## config.mk

```make
export PLATFORM = sky130hd
export DESIGN_NAME = pipe_stage_reg
export DESIGN_NICKNAME = d
export VERILOG_FILES = /design/src/rtl/pipe_stage_reg.sv
export SDC_FILE = /design/constraint.sdc
export NUM_CORES = 1
export LEC_CHECK = 0
export ABC_AREA = 1
export BUFFER_PORTS_ARGS = -buffer_cell sky130_fd_sc_hd__buf_2
export CORE_ASPECT_RATIO = 1.75
export CORE_UTILIZATION = 25
export CTS_CLUSTER_DIAMETER = 200
export DETAILED_ROUTE_END_ITERATION = 10
export PLACE_DENSITY_LB_ADDON = 0.15
export SLEW_MARGIN = 20
export SYNTH_ARGS = -nofsm -noshare
export SYNTH_HDL_FRONTEND = slang
export SYNTH_SLANG_ARGS = --single-unit
```

## constraint.sdc

```tcl
create_clock -name clk -period 1.37 [get_ports clk]
set_input_delay 0.0685 -clock clk [delete_from_list [all_inputs] [get_ports clk]]
set_output_delay 0.0685 -clock clk [all_outputs]
set_load 0.05 [all_outputs]
```

## src/rtl/pipe_stage_reg.sv

```systemverilog
// Reusable pipeline-stage register: valid/ready handshake, optional 2-entry skid,
// flush, bubble payload on empty and a saturating starvation counter.
module pipe_stage_reg #(
  parameter int unsigned           WIDTH        = 32,
  parameter int unsigned           SKID         = 1,
  parameter logic [WIDTH-1:0]      BUBBLE_VALUE = '0,
  parameter int unsigned           CNT_WIDTH    = 16
) (
  input  logic                 clk,
  input  logic                 rst,
  input  logic                 flush,
  input  logic                 in_valid,
  output logic                 in_ready,
  input  logic [WIDTH-1:0]     in_data,
  output logic                 out_valid,
  input  logic                 out_ready,
  output logic [WIDTH-1:0]     out_data,
  output logic [1:0]           occupancy,
  output logic [CNT_WIDTH-1:0] bubble_cnt
);

  localparam bit                   USE_SKID = (SKID != 0);
  localparam logic [CNT_WIDTH-1:0] CNT_MAX  = '1;

  // Occupancy doubles as the state encoding.
  typedef enum logic [1:0] {
    ST_EMPTY = 2'd0,
    ST_ONE   = 2'd1,
    ST_TWO   = 2'd2
  } state_t;

  state_t               state_q, state_d;
  logic [WIDTH-1:0]     main_q, main_d;
  logic [WIDTH-1:0]     skid_q, skid_d;
  logic                 ready_q;
  logic [CNT_WIDTH-1:0] cnt_q, cnt_d;
  logic                 push, pop;

  assign out_valid  = (state_q != ST_EMPTY);
  assign out_data   = main_q;
  assign occupancy  = state_q;
  assign bubble_cnt = cnt_q;
  assign in_ready   = USE_SKID ? ready_q : (!out_valid || out_ready);

  assign push = in_valid && in_ready;
  assign pop  = out_valid && out_ready;

  // Next-state and payload steering; main_q is refilled with the bubble whenever the stage empties.
  always_comb begin
    state_d = state_q;
    main_d  = main_q;
    skid_d  = skid_q;
    if (flush) begin
      state_d = ST_EMPTY;
      main_d  = BUBBLE_VALUE;
      skid_d  = BUBBLE_VALUE;
    end else begin
      unique case (state_q)
        ST_EMPTY: begin
          if (push) begin
            state_d = ST_ONE;
            main_d  = in_data;
          end
        end
        ST_ONE: begin
          if (push && !pop) begin
            state_d = ST_TWO;
            skid_d  = in_data;
          end else if (push && pop) begin
            main_d  = in_data;
          end else if (pop) begin
            state_d = ST_EMPTY;
            main_d  = BUBBLE_VALUE;
          end
        end
        ST_TWO: begin
          if (pop) begin
            state_d = ST_ONE;
            main_d  = skid_q;
            skid_d  = BUBBLE_VALUE;
          end
        end
        default: begin
          state_d = ST_EMPTY;
          main_d  = BUBBLE_VALUE;
          skid_d  = BUBBLE_VALUE;
        end
      endcase
    end
  end

  // Starvation counter sees pre-edge values, flush cycles included.
  always_comb begin
    cnt_d = cnt_q;
    if (out_ready && !out_valid && (cnt_q != CNT_MAX)) begin
      cnt_d = cnt_q + CNT_WIDTH'(1);
    end
  end

  always_ff @(posedge clk) begin
    if (rst) begin
      state_q <= ST_EMPTY;
      main_q  <= BUBBLE_VALUE;
      skid_q  <= BUBBLE_VALUE;
      ready_q <= 1'b1;
      cnt_q   <= '0;
    end else begin
      state_q <= state_d;
      main_q  <= main_d;
      skid_q  <= skid_d;
      ready_q <= (state_d != ST_TWO);
      cnt_q   <= cnt_d;
    end
  end

endmodule
```

# After elaboration in Yosys (flattened, before gate mapping)
# Index checks and enable logic that the tools add are counted.
[word_totals]
in_bits = 37
output_inout_bits = 52
reg_bits = 83
[classes]
muxes = 15
eq_ne = 9
reduce_logical = 13
add_sub_neg = 1
bitwise = 1
[ops]
columns = ["operator", "n"]
rows = [
  ["$mux W32", 6],
  ["$pmux W32 S3", 2],
  ["$add A16 B1 Y16 const B", 1],
  ["$ne A16 B16 Y1 const B", 1],
  ["$mux W2", 6],
  ["$ne A2 B2 Y1 const B", 5],
  ["$logic_and A1 B1 Y1", 6],
  ["$pmux W2 S3", 1],
  ["$reduce_and A4 Y1", 1],
  ["$ne A3 B3 Y1 const B", 1],
  ["$reduce_and A3 Y1", 1],
  ["$eq A2 B1 Y1 const B", 1],
  ["$eq A2 B2 Y1 const B", 1],
  ["$logic_not A1 Y1", 2],
  ["$logic_not A2 Y1", 1],
  ["$reduce_bool A2 Y1", 1],
  ["$reduce_or A2 Y1", 1],
  ["$not A1 Y1", 1],
]

# Longest topological paths before layout
[depth]
ltp_word = 8
mapped_depth = 9

# Worst setup path before layout
# OpenSTA, ideal clock, no wires.
[synth_path]
path_type = "register to register"
start = "register cnt_q[0], in the netlist bubble_cnt[0]"
end = "register cnt_q[0], in the netlist bubble_cnt[0]"
required_time_ps = 1255
arrival_ps = 1751
stages_incl_launch_ff = 10
setup_time_ps = 115
period_less_slack_ps = 1865
setup_slack_ps = -495
path_buffers = 1
path_cell_list = "dfxtp_1 ha_1 nand2_1 nor2_1 nand2_1 nor2_1 nor2_4 buf_6 nor2_1 nor2_1"
[synth_between]
elab_chain_cells = 2
word_cells_on_any_way = 3
cone_classes = "add/sub: 1; eq/ne: 1; reduce/logical: 1"
[synth_lines]
columns = ["item", "line_no", "text"]
rows = [
  ["start, declared", "36", "logic [CNT_WIDTH-1:0] cnt_q, cnt_d;"],
  ["start signal, assigned", "112", "cnt_q <= cnt_d;"],
  ["parallel branches: the longest is 2 deep, another holds $add A16 B1 Y16", "n/a", ""],
]
# Several ways; the timed one is not identified.
# A chain may end at the register's enable or synchronous reset.

# Worst setup path in the final report
[layout_path]
start = "register state_q[1], in the netlist occupancy[1]"
end = "register main_q[15], in the netlist out_data[15]"
[layout_between]
elab_chain_cells = 6
word_cells_on_any_way = 16
cone_classes = "eq/ne: 6; mux: 3; reduce/logical: 7"
[layout_lines]
columns = ["item", "line_no", "text"]
rows = [
  ["start, declared", "32", "state_t state_q, state_d;"],
  ["start signal, assigned", "108", "state_q <= state_d;"],
  ["$reduce_bool A2 Y1", "39", "assign out_valid = (state_q != ST_EMPTY);"],
  ["$logic_and A1 B1 Y1", "46", "assign pop = out_valid && out_ready;"],
  ["$logic_and A1 B1 Y1 / $logic_not A1 Y1 (equally long branches)", "69, 66", ""],
  ["$mux W32 / $logic_and A1 B1 Y1 (equally long branches)", "69, 66", ""],
  ["$mux W32 / $ne A2 B2 Y1 (equally long branches)", "n/a", ""],
  ["$pmux W32 S3 / $reduce_and A4 Y1 (equally long branches)", "n/a", ""],
  ["end signal, assigned", "109", "main_q <= main_d;"],
  ["end, declared", "33", "logic [WIDTH-1:0] main_q, main_d;"],
]
# Several ways; a longest one is shown, not always the timed one. The select of a mux whose other input is x is not followed.

==> metrics <==
status finished with violations; violated checks setup timing; most instantiated library cell after synthesis nand2_1; Worst slew margin 0.777; P per Cell Area 968 nW/um^2; worst-path maximum fanout 8; leakage power 2.61 nW; Max stage delay on crit path 0.37 ns; min-delay src in_data[3]; Slew @ Worst Pin 0.335 ns; max_cap viols 0; vias per cell 4.80; power share of the sequential group 0.427; NumNets Final 755; Hold Crit Endpoint skid_q[3]; worst-case vdd ir drop 0.000613 V; CP Launch Type flop; post-DP HPWL 8870 um; Die Ht 167 um; fin worst setup slack -0.0299 ns; post-synthesis net count 617; RSZ-0062 raised after global routing yes; CTS tree built; initial antenna violation count 0; setup slack, reg-to-reg -0.03 ns; sequential area share after synthesis 0.427; Setup TNS -0.155 ns; H-tree levels 3; worst path required time 1.58 ns; die width 96.3 um; Post-DRT Antenna Nets 0; Synth Instances 579; Starting Density 0.254; Worst setup EP type flop; drt pass-1 iters 4; Placeable Area 15300 um^2; fraction of registers with async set/reset 0; io pins 89; die area 16100 um^2; WP buf/inv 2; clock share of power 0.399; Wirelength per Cell 15.2 um; Worst EP arrival 1.61 ns; most frequent CP cell nand2_4; final setup violation count 15; GP Congestion 0.786; Tmin final 1.40 ns; CTS root buf clkbuf_16; initial DRC count 216; Final Cycle Share 1.02; Top FF cell, synth dfxtp_1; Worst-path clk slew 0.06 ns; Avg Inst Size Synth 6.71 um^2; first-pass GRT wire length 20500 um; RR Endpoint out_data[15]; clock tree sinks 83; Fmax 714 MHz; Vias 4354; post-synth top area share 0.427; combinational group share of total power 0.174; Commonest cells post-synth nand2_1 (165), dfxtp_1 (83), nand3_1 (71); Yosys top cell by area dfxtp_1; post-place setup slack -0.0428 ns; EDFF count, synth 0; area grow syn2layout 53.5%; leading post-synthesis cells by cell area dfxtp_1 (43%), nand2_1 (16%), nand3_1 (9.1%); number of global-route vias before repair 4211; WL final 13800 um; Max clock buf depth 2; Max Clock Skew 0.00792 ns; Switch Pwr 1.67 mW; CP max-delay cell dfxtp_4; HP Class input port to flop; overall power 5.78 mW; largest net degree at the start of global routing 33; Cell Chain, Critical Path inv_6, nand2_4, o22ai_4, nand2_4, clkbuf_16, nand2_2, a21oi_2; Hold Vio Cnt, Final 0; number of port buffers 88; crit path kind flop to flop; Yosys cell types 25; Internal 4.10 mW; grt ovf 0; TritonCTS Buffers 9; GRT Total Usage 0.165; ant diodes 0; Worst R2R Path Depth 7; CP delay by family, top flip-flops; hold path depth 3; synthesized area 3890 um^2; FF+latch count, synth 83; fraction of layout cells with a size suffix above 1 0.381; sw frac 0.290; clk_lat worst skew 0.34 ns; Worst R2R Start occupancy[1]; # DRC 0; FP Rows 60; max-slew violations 0; yosys warns 0; Finished Core Util 0.390
-- metal layers --
| layer | vias up | part of all wire | GRT usage |
|---|---|---|---|
| li1 | 2172 | - | - |
| met4 | 0 | 0.016 | 0.0629 |
| met1 | 2059 | 0.40 | 0.180 |
| met2 | 108 | 0.54 | 0.308 |
| met5 | - | 0 | 0 |
| met3 | 15 | 0.042 | 0.0242 |
-- worst max-delay path by stage --
| stage | start | endpoint | slack [ns] | cells after the start |
|---|---|---|---|---|
| global placement | occupancy[1] | out_data[30] | -0.01 | 6 |
| CTS | bubble_cnt[7] | bubble_cnt[13] | 0.0002 | 8 |
| global route | in_ready | out_data[16] | -0.10 | 9 |
| detailed placement | occupancy[1] | out_data[7] | -0.04 | 6 |
| finish | occupancy[1] | out_data[15] | -0.03 | 7 |
| floorplan | bubble_cnt[0] | bubble_cnt[11] | -0.04 | 9 |
-- metrics by stage --
step | std cells | hold WS, ns | cell area, um^2
after floorplan | 579 | 0.138 | 4010
after global placement | 862 | 0.328 | 4920
after detailed placement | 862 | 0.334 | 4920
after CTS | 892 | 0.00200 | 5390
after global routing | 907 | 0.0205 | 5970
final | 907 | 0.0189 | 5970
-- power groups by stage --
stage | registers (mW) | clock network, mW | logic [mW]
after floorplan | 2.67 | 0 | 0.328
after global placement | 2.52 | 0 | 0.746
after detailed placement | 2.53 | 0 | 0.750
after CTS | 2.47 | 2.38 | 0.802
after global routing | 2.47 | 2.47 | 1.08
final | 2.47 | 2.31 | 1.00
-- placed cells by master, fill, tap and decap left out, drive strengths merged --
cell type / n
nand2: 166
buf: 143
dfxtp: 83
nand3: 71
nor2: 70
a21oi: 69
inv: 33
o21ai: 28
clkbuf: 15
dlygate4sd3: 14
o211ai: 10
nand4: 5
xor2: 4
nor3: 4
xnor2: 2
clkinv: 1
o22ai: 1
ha: 1
clkinvlp: 1
-- flip-flops by register name (all words and copies together), names as in the netlist --
name        count
out_data       32
skid_q         32
occupancy       2
in_ready        1
bubble_cnt     16
-- layout make-up --
class | count | area (um^2)
Tap cell | 186 | 233
Clock buffer | 10 | 239
Sequential cell | 83 | 1730
Inverter | 30 | 120
Timing Repair Buffer | 162 | 1270
Fill cell | 1662 | 9350
Clock inverter | 5 | 35.0
Multi-Input combinational cell | 431 | 2340
-- timing repair --
item                                   CTS  global route
gates cloned                             0             7
setup endpoints to repair               34            81
hold buffers                            14             0
buffers inserted                         1             8
endpoints found under the hold margin   14             0
resized for setup                        8           115
pin swaps                                1            28
-- worst min-delay path: cells and delay by family --
kind                   cells  cell delay (ns)
buffers and inverters      1             0.10
AOI/OAI and AO/OA          1             0.06
and+or+nand+nor            1             0.09
-- kinds of logic (layout without fill, tap and decap cells) --
| group | count (synthesis) | in the layout | synth area share |
|---|---|---|---|
| simple gates | 316 | 316 | 0.338 |
| compound gates | 108 | 108 | 0.148 |
| fa+ha+maj | 1 | 1 | 0.00322 |
| buf+inv | 65 | 207 | 0.0698 |
| flops | 83 | 83 | 0.427 |
| xor+xnor | 6 | 6 | 0.0135 |
Power figures use the tool's default switching activity.
